File: src/rtl/count_down_timer_if.sv
// Control/status bundle for count_down_timer: strobes and mode in, counter and state flags out.
interface count_down_timer_if #(
    parameter int WIDTH = 4
);
    logic             clear;
    logic             load;
    logic [WIDTH-1:0] load_val;
    logic             start;
    logic             stop;
    logic             periodic;
    logic [WIDTH-1:0] count;
    logic             busy;
    logic             paused;
    logic             done;
    logic             expire;

    // Controller side: issues commands, observes the timer
    modport master (
        output clear, load, load_val, start, stop, periodic,
        input  count, busy, paused, done, expire
    );

    // Timer side: accepts commands, reports its state
    modport slave (
        input  clear, load, load_val, start, stop, periodic,
        output count, busy, paused, done, expire
    );
endinterface

File: src/rtl/count_down_timer.sv
// Loadable down-counter timer with one-shot/periodic modes, pause/resume and a fixed prescaler.
// Command priority each cycle: clear > load > stop > start.
module count_down_timer #(
    parameter int WIDTH    = 4,
    parameter int PRESCALE = 1
) (
    input  logic                clk,
    input  logic                reset_n,
    count_down_timer_if.slave   bus
);
    // A single-cycle prescaler still needs a 1-bit register; it simply stays at 0.
    localparam int            PW       = (PRESCALE > 1) ? $clog2(PRESCALE) : 1;
    localparam logic [PW-1:0] PRE_LAST = PW'(PRESCALE - 1);

    typedef enum logic [1:0] {IDLE, RUN, PAUSE, DONE} state_t;

    state_t           state, state_nxt;
    logic [WIDTH-1:0] count_r, count_nxt;
    logic [WIDTH-1:0] reload, reload_nxt;
    logic [PW-1:0]    pre, pre_nxt;
    logic             expire_nxt;
    logic             busy_r, paused_r, done_r, expire_r;
    logic             tick;

    assign tick = (pre == PRE_LAST);

    // Next-state and datapath decision for the coming edge
    always_comb begin
        state_nxt  = state;
        count_nxt  = count_r;
        reload_nxt = reload;
        pre_nxt    = pre;
        expire_nxt = 1'b0;
        if (bus.clear) begin
            state_nxt = IDLE;
            count_nxt = '0;
            pre_nxt   = '0;
        end else if (bus.load) begin
            count_nxt  = bus.load_val;
            reload_nxt = bus.load_val;
            case (state)
                RUN: begin
                    pre_nxt = '0;
                    if (bus.load_val == '0) state_nxt = IDLE;
                end
                PAUSE: begin
                    // Prescaler phase is kept so a later resume continues where it paused.
                    if (bus.load_val == '0) state_nxt = IDLE;
                end
                DONE:    state_nxt = IDLE;
                default: ;
            endcase
        end else if (bus.stop) begin
            if (state == RUN) state_nxt = PAUSE;
        end else begin
            case (state)
                IDLE: begin
                    if (bus.start && count_r != '0) begin
                        state_nxt = RUN;
                        pre_nxt   = '0;
                    end
                end
                PAUSE: begin
                    if (bus.start) state_nxt = RUN;
                end
                DONE: begin
                    if (bus.start && reload != '0) begin
                        state_nxt = RUN;
                        count_nxt = reload;
                        pre_nxt   = '0;
                    end
                end
                RUN: begin
                    pre_nxt = tick ? '0 : pre + PW'(1);
                    if (tick) begin
                        if (count_r > WIDTH'(1)) begin
                            count_nxt = count_r - WIDTH'(1);
                        end else if (count_r == WIDTH'(1)) begin
                            expire_nxt = 1'b1;
                            if (bus.periodic) begin
                                // Auto-reload skips the zero value entirely.
                                count_nxt = reload;
                            end else begin
                                count_nxt = '0;
                                state_nxt = DONE;
                            end
                        end
                    end
                end
                default: ;
            endcase
        end
    end

    // State, counter and registered status flags
    always_ff @(posedge clk or negedge reset_n) begin
        if (!reset_n) begin
            state    <= IDLE;
            count_r  <= '0;
            reload   <= '0;
            pre      <= '0;
            busy_r   <= 1'b0;
            paused_r <= 1'b0;
            done_r   <= 1'b0;
            expire_r <= 1'b0;
        end else begin
            state    <= state_nxt;
            count_r  <= count_nxt;
            reload   <= reload_nxt;
            pre      <= pre_nxt;
            busy_r   <= (state_nxt == RUN);
            paused_r <= (state_nxt == PAUSE);
            done_r   <= (state_nxt == DONE);
            expire_r <= expire_nxt;
        end
    end

    assign bus.count  = count_r;
    assign bus.busy   = busy_r;
    assign bus.paused = paused_r;
    assign bus.done   = done_r;
    assign bus.expire = expire_r;
endmodule

File: src/flat_wrapper.sv
// flat-port wrapper written by rule: the top's interface ports become plain ports
module count_down_timer_flat 
#(
    parameter int WIDTH    = 4,
    parameter int PRESCALE = 1
)
  (clk, reset_n, bus_clear, bus_load, bus_load_val, bus_start, bus_stop, bus_periodic, bus_count, bus_busy, bus_paused, bus_done, bus_expire);
  count_down_timer_if #(.WIDTH(WIDTH)) bus_i ();
  input  logic clk;
  input  logic reset_n;
  input wire logic [$bits(bus_i.clear)-1:0] bus_clear;
  input wire logic [$bits(bus_i.load)-1:0] bus_load;
  input wire logic [$bits(bus_i.load_val)-1:0] bus_load_val;
  input wire logic [$bits(bus_i.start)-1:0] bus_start;
  input wire logic [$bits(bus_i.stop)-1:0] bus_stop;
  input wire logic [$bits(bus_i.periodic)-1:0] bus_periodic;
  output wire logic [$bits(bus_i.count)-1:0] bus_count;
  output wire logic [$bits(bus_i.busy)-1:0] bus_busy;
  output wire logic [$bits(bus_i.paused)-1:0] bus_paused;
  output wire logic [$bits(bus_i.done)-1:0] bus_done;
  output wire logic [$bits(bus_i.expire)-1:0] bus_expire;
  assign bus_i.clear = bus_clear;
  assign bus_i.load = bus_load;
  assign bus_i.load_val = bus_load_val;
  assign bus_i.start = bus_start;
  assign bus_i.stop = bus_stop;
  assign bus_i.periodic = bus_periodic;
  assign bus_count = bus_i.count;
  assign bus_busy = bus_i.busy;
  assign bus_paused = bus_i.paused;
  assign bus_done = bus_i.done;
  assign bus_expire = bus_i.expire;
  count_down_timer #(.WIDTH(WIDTH), .PRESCALE(PRESCALE)) u_core (.clk(clk), .reset_n(reset_n), .bus(bus_i));
endmodule
File: config.mk
export PLATFORM = sky130hd
export DESIGN_NAME = count_down_timer_flat
export DESIGN_NICKNAME = d
export VERILOG_FILES = /design/src/rtl/count_down_timer_if.sv /design/src/rtl/count_down_timer.sv /design/src/flat_wrapper.sv
export SDC_FILE = /design/constraint.sdc
export NUM_CORES = 1
export LEC_CHECK = 0
export CAP_MARGIN = 20
export CELL_PAD_IN_SITES_DETAIL_PLACEMENT = 1
export CELL_PAD_IN_SITES_GLOBAL_PLACEMENT = 2
export CORE_ASPECT_RATIO = 1.2
export CORE_MARGIN = 5
export CORE_UTILIZATION = 33
export DETAILED_ROUTE_END_ITERATION = 10
export PLACE_DENSITY = 0.88
export REMOVE_ABC_BUFFERS = 1
export SYNTH_ARGS = -nofsm -noshare
export SYNTH_HDL_FRONTEND = slang
export SYNTH_SLANG_ARGS = --single-unit
File: constraint.sdc
create_clock -name clk -period 3.5 [get_ports clk]
set_input_delay 1.05 -clock clk [delete_from_list [all_inputs] [get_ports clk]]
set_output_delay 1.05 -clock clk [all_outputs]
set_load 0.005 [all_outputs]
==> impl_metrics.yaml, run 1 <==
detailed_routing:
  drc: 0
  drtIter0Drc: 14
  num_vias: 772
  viasPerCell: 5.18
  ant_nets: 0
  drtPass1Iterations: 2
  routed_wl_mm: 2.27
  wl_per_cell_um: 15.2
critical_path:
  cp.arrival_ns: 2.71
  crit_path_top_delay_cell: "or4_1"
  crit_path_start_kind: "input port"
  critPathBufInv: 2
  cp_max_fo: 3
  required_ns: 3.68
  path_delay_family: "simple AND/OR/NAND/NOR gates"
  max_stage_delay_ns: 0.55
  worstSetupPathType: "in -> reg"
  worstPathCellList: "clkdlybuf4s50_1 -> or4_1 -> a21oi_1 -> nor2_1 -> a22oi_2 -> inv_2 -> and2_1"
  end_kind: "flop"
cts:
  htreeDepth: 1
  cts_hold_buf: 0
  cts.clk_slew.worst_paths_ns: 0.09
  cts_root_buf: "clkbuf_4"
  cts_tree: "yes"
  cts_resized: 0
  cts_setup_buffers: 0
  cts_buffer_depth: 2
  cts_made_buffers: 3
  cts_sinks: 14
  clk_latency_ns: 0.28
logic_synthesis:
  synth_area_um2: 932
  synth_ff_type: "dfrtp_1"
  synth_area_leaders: "dfrtp_1 38%, ha_1 11%, mux2_2 4.8%, nor2_1 4.0%, o41ai_1 3.8%"
  yosys_warnings: 0
  syn_inst: 94
  synth_edf_count: 0
  yosys.cell_types.count: 34
  yosysSeqAreaShare_pct: 37.6
  yosysTopAreaCellShare_pct: 37.6
  syn_avg_cell_area_um2: 9.92
  synth_seq_cells: 14
  yosys.area.top_type: "dfrtp_1"
  ys_async_sr_fraction_pct: 100
place:
  dp_hpwl_mm: 1.81
  io_buffer_count: 18
  gp_congestion: 0.776
  dpl.cell_count: 145
timing:
  finClkSkew_ns: 0.00167
  slew_headroom_pct: 55.8
  setup_tns_ns: 0
  period_needed_ns: 2.53
  fin_crit_sh_pct: 72.3
  hold_viol: 0
  worstMarginPinSlew_ns: 0.660
  clock.fmax_mhz: 395
  slew_viol_final: 0
  setup_viol: 0
  grt_setup_unrepaired: "no"
global_routing:
  use_met2_pct: 22.1
  track_usage_pct: 12.6
  antenna_found_initial: 0
  grt_remaining_overflow: 0
  met3_usage_pct: 2.83
  grt_max_degree: 15
  grt.busiest_layer: "met2"
  grt_pass1_wl_mm: 3.79
  grt_pass1_vias: 822
  gr-usage-met1_pct: 15.1
run_status:
  status: "complete, no violations"
final_layout:
  final_cells: 149
  drive_above_1_share_pct: 14.8
  areaGrowthSynthToFinish_pct: 27.2
  nets: 135
  diodes: 0
  fillerInstances: 323
floorplanning:
  die_height_um: 68.2
  io_pins: 19
  num_rows: 21
  die_area_mm2: 0.00399
  start_util_pct: 33.8
  die_w_um: 58.5
  core-area_mm2: 0.00276
min_path:
  worstHoldPathType: "reg -> reg"
power:
  power_leakage_nw: 0.490
  power.density_mw_per_mm2: 378
  power_mw: 0.448
  ir_drop_mv: 0.252
run:
  drv_cap: 0
==> worst paths after layout <==
kind / start / to / slack (ns) / cells after the start
setup / recovery: bus_load_val[1] / u_core.bus.busy / 0.97 / 7
hold / removal: u_core.bus.count[1] / u_core.bus.count[1] / 0.54 / 2
setup reg to reg: u_core.state[1] / u_core.bus.busy / 1.43 / 6
hold reg to reg: u_core.bus.count[1] / u_core.bus.count[1] / 0.54 / 2
max in group asynchronous: reset_n / u_core.state[1] / 1.92 / 1
min in group asynchronous: reset_n / u_core.bus.count[0] / 1.16 / 1
==> routing by layer <==
metal / up-vias / part of all wire, % / wire [µm]
met5: - / 0 / 0
met4: 0 / 0.57 / 13
met3: 2 / 3.4 / 78
met2: 10 / 52 / 1190
met1: 372 / 44 / 993
li1: 388 / - / -
==> state kept, by name (all words and copies together) (netlist names) <==
| signal | count |
|---|---|
| u_core.bus.busy | 1 |
| u_core.bus.count | 4 |
| u_core.bus.done | 1 |
| u_core.bus.expire | 1 |
| u_core.bus.paused | 1 |
| u_core.reload | 4 |
| u_core.state | 2 |
==> layout by cell type (no fill, tap or decap), drive strengths merged <==
master and instances:
a32oi 1, clkdlybuf4s50 18, and2 1, o211ai 2, nor3 4, o311ai 1, or2 2, a211oi 1
a22o 1, a22oi 1, nand4 1, inv 8, dfrtp 14, a21oi 2, mux2 4, clkbuf 4
ha 8, nand3 1, o41ai 4, nand2b 2, nor2 11, or4b 1, a31oi 2, o21ai 4
a311oi 3, xnor2 2, nand2 4, nor2b 5, a21boi 1, o31ai 1, or4 1
==> power by group <==
part | internal (mW) | switching [mW] | leakage, nW
Sequential | 0.178 | 0.0204 | 0.181
Clock | 0.0633 | 0.0578 | 0.0210
Combinational | 0.0656 | 0.0632 | 0.288
Total | 0.307 | 0.141 | 0.490
==> cells by family after synthesis <==
kind of cell / count (synthesis) / share of synthesized area (%)
xor gates and xnor gates: 2 / 1.88
AOI/OAI and AO/OA: 24 / 23.0
buffers and inverters: 9 / 3.76
adders and majority gates: 8 / 10.7
muxes: 4 / 4.83
and+or+nand+nor: 33 / 18.3
DFF: 14 / 37.6
==> metrics by stage <==
step | worst slack, ns | util (%) | area, µm² | hold WS, ns
floorplan | 1.28 | - | 927 | 0.503
global placement | 0.713 | 41.7 | 1150 | 0.526
detailed placement | 0.664 | 41.7 | 1150 | 0.519
CTS | 0.973 | 43.0 | 1190 | 0.544
global route | 0.909 | 43.0 | 1190 | 0.586
finish | 0.971 | 43.0 | 1190 | 0.545
==> synth_stat cells (3+ instances only) <==
cell type / instances
a311oi_1: 3
dfrtp_1: 14
ha_1: 8
inv_1: 7
mux2_2: 4
nand2_1: 4
nor2_1: 10
nor2b_1: 5
nor3_1: 4
o21ai_0: 3
o41ai_1: 4
==> tightest hold or removal path, stage by stage, from the launching register on <==
cell     delay [ns]
dfrtp_1        0.40
nand2_1        0.07
o41ai_1        0.05
==> area by class of cell <==
type,count,area [µm²],share of cell area (%)
flip-flops and latches,14,350,29.5
repair buffers,18,180,15.2
well taps,34,42.5,3.59
multi-input cells,71,547,46.1
clock buffers,4,36.3,3.06
inverters,8,30.0,2.53
Power figures use the tool's default switching activity.
==> run 2, diff against run 1 <==
--- a/config.mk
+++ b/config.mk
@@ -10,9 +10,9 @@
 export CELL_PAD_IN_SITES_GLOBAL_PLACEMENT = 2
 export CORE_ASPECT_RATIO = 1.2
 export CORE_MARGIN = 5
-export CORE_UTILIZATION = 33
+export CORE_UTILIZATION = 28
 export DETAILED_ROUTE_END_ITERATION = 10
-export PLACE_DENSITY = 0.88
+export PLACE_DENSITY = 0.8
 export REMOVE_ABC_BUFFERS = 1
 export SYNTH_ARGS = -nofsm -noshare
 export SYNTH_HDL_FRONTEND = slang
==> constraint.sdc (replaced) <==
create_clock -name clk -period 2.17 [get_ports clk]
set_input_delay 0.651 -clock clk [delete_from_list [all_inputs] [get_ports clk]]
set_output_delay 0.651 -clock clk [all_outputs]
set_load 0.005 [all_outputs]
==> run 2 against run 1 <==
Against the previous run:
- largest cell class unchanged
- worst setup slack got worse by 0.86 ns
- register-to-register slack worse by 1.2 ns
- sequential share of layout area is 2.9 points lower
==> impl_metrics.yaml, run 2 (synthesis results as in run 1) <==
timing:
  hold_viol: 0
  setup_viol: 0
  slew_viol_final: 0
  fin_ws_ns: 0.106
  grt_setup_unrepaired: "no"
  finClkSkew_ns: 0.00757
  worstMarginPinSlew_ns: 0.435
  fin_crit_sh_pct: 95.1
  holdWs_ns: 0.553
  clock.fmax_mhz: 485
  setup_tns_ns: 0
  slew_headroom_pct: 70.6
  period_needed_ns: 2.06
floorplanning:
  num_rows: 23
  die_height_um: 73.2
  core-area_mm2: 0.00328
  start_util_pct: 28.4
  die_w_um: 62.7
  io_pins: 19
  die_area_mm2: 0.00459
power:
  ir_drop_mv: 0.417
  power_leakage_nw: 0.565
  power.density_mw_per_mm2: 615
place:
  pre_cts_ws_ns: -0.166
  io_buffer_count: 18
  dp_hpwl_mm: 2.05
  gp_congestion: 0.766
final_layout:
  fillerInstances: 401
  diodes: 0
  final_cell_mix: "18 x clkdlybuf4s50_1, 14 x buf_4, 14 x dfrtp_1, 10 x nor2_1, 8 x ha_1"
  nets: 149
  areaGrowthSynthToFinish_pct: 40.9
  mostFrequentLayoutCell: "clkdlybuf4s50_1"
  drive_above_1_share_pct: 24.0
run_status:
  status: "complete, no violations"
detailed_routing:
  drc: 0
  routed_wl_mm: 2.50
  viasPerCell: 4.93
  drtPass1Iterations: 4
  num_vias: 819
  wl_per_cell_um: 15.0
  ant_nets: 0
  drtIter0Drc: 5
critical_path:
  worstReg2RegEnd: "u_core.bus.busy"
  required_ns: 2.31
  cp.arrival_ns: 2.20
  end_kind: "flop"
  reg2reg_from: "u_core.state[0]"
  cp_max_fo: 3
  rrSetupSlack_ns: 0.28
  r2r_cells: 5
  worstSetupPathType: "in -> reg"
  crit_path_start_kind: "input port"
cts:
  clk_latency_ns: 0.25
  htreeDepth: 1
  cts.clk_slew.worst_paths_ns: 0.06
  cts_buffer_depth: 2
  cts_resized: 0
  cts_root_buf: "clkbuf_8"
  cts_sinks: 14
  cts_tree: "yes"
  cts_hold_buf: 0
  cts_setup_buffers: 0
  cts_made_buffers: 3
global_routing:
  grt_pass1_wl_mm: 4.14
  grt.busiest_layer: "met2"
  grt_max_degree: 15
  antenna_found_initial: 0
  met3_usage_pct: 3.39
  grt_remaining_overflow: 0
  gr-usage-met1_pct: 12.2
  grt_pass1_vias: 903
  use_met2_pct: 21.9
  track_usage_pct: 11.4
run:
  drv_cap: 0
min_path:
  min_from: "u_core.reload[2]"
  worstHoldPathType: "reg -> reg"
  whs_path_depth: 1
  hold_end: "u_core.reload[2]"
==> run 2: cell count changes in the layout (fill, tap and decap cells not counted), sizes merged <==
cell / delta
buf: +14
==> run 2: how the worst max path moves through the flow <==
stage               cells past startpoint              end       startpoint
finish                                  7  u_core.bus.busy  bus_load_val[1]
global route                            6  u_core.bus.busy        bus_start
CTS                                     6  u_core.bus.busy  bus_load_val[1]
detailed placement                      6  u_core.bus.busy  bus_load_val[1]
global placement                        6  u_core.bus.busy        bus_start
floorplan                               6  u_core.bus.busy  bus_load_val[1]
==> run 2: metrics by stage <==
step	total power, mW	area [µm²]	instances	util [%]
floorplan	0.442	927	93	-
global placement	0.551	1260	162	38.4
detailed placement	0.556	1260	162	38.4
CTS	0.824	1310	166	40.0
global route	0.859	1310	166	40.0
finish	0.808	1310	166	40.0
==> run 2: layer usage <==
layer	vias to the layer above	wire [µm]
met3	4	97
met1	393	1000
met5	-	0
met2	11	1370
met4	0	21
li1	411	-
==> run 2: worst max-delay path, cell delays in order <==
cell             delay [ns]
clkdlybuf4s50_1        0.41
or4_1                  0.55
a21oi_1                0.16
nor2_1                 0.08
a22oi_2                0.16
inv_2                  0.06
and2_1                 0.13
==> run 2: power by group <==
group,switching [mW],internal (mW)
clock network,0.0968,0.161
registers,0.0336,0.287
logic,0.107,0.122
==> run 2: final cells by class <==
class / instances / area, µm² / area share (%)
Clock buffer: 4 / 55.1 / 4.19
Inverter: 8 / 30.0 / 2.29
Multi-Input combinational cell: 71 / 547 / 41.6
Sequential cell: 14 / 350 / 26.7
Tap cell: 37 / 46.3 / 3.52
Timing Repair Buffer: 32 / 285 / 21.7
==> run 3, diff against run 2 <==
--- a/config.mk
+++ b/config.mk
@@ -5,6 +5,7 @@
 export SDC_FILE = /design/constraint.sdc
 export NUM_CORES = 1
 export LEC_CHECK = 0
+export ABC_AREA = 0
 export CAP_MARGIN = 20
 export CELL_PAD_IN_SITES_DETAIL_PLACEMENT = 1
 export CELL_PAD_IN_SITES_GLOBAL_PLACEMENT = 2
@@ -12,6 +13,7 @@
 export CORE_MARGIN = 5
 export CORE_UTILIZATION = 28
 export DETAILED_ROUTE_END_ITERATION = 10
+export GPL_ROUTABILITY_DRIVEN = 1
 export PLACE_DENSITY = 0.8
 export REMOVE_ABC_BUFFERS = 1
 export SYNTH_ARGS = -nofsm -noshare
==> results of run 3 <==
Final layout, timing and power as in run 2 (identical DEF).
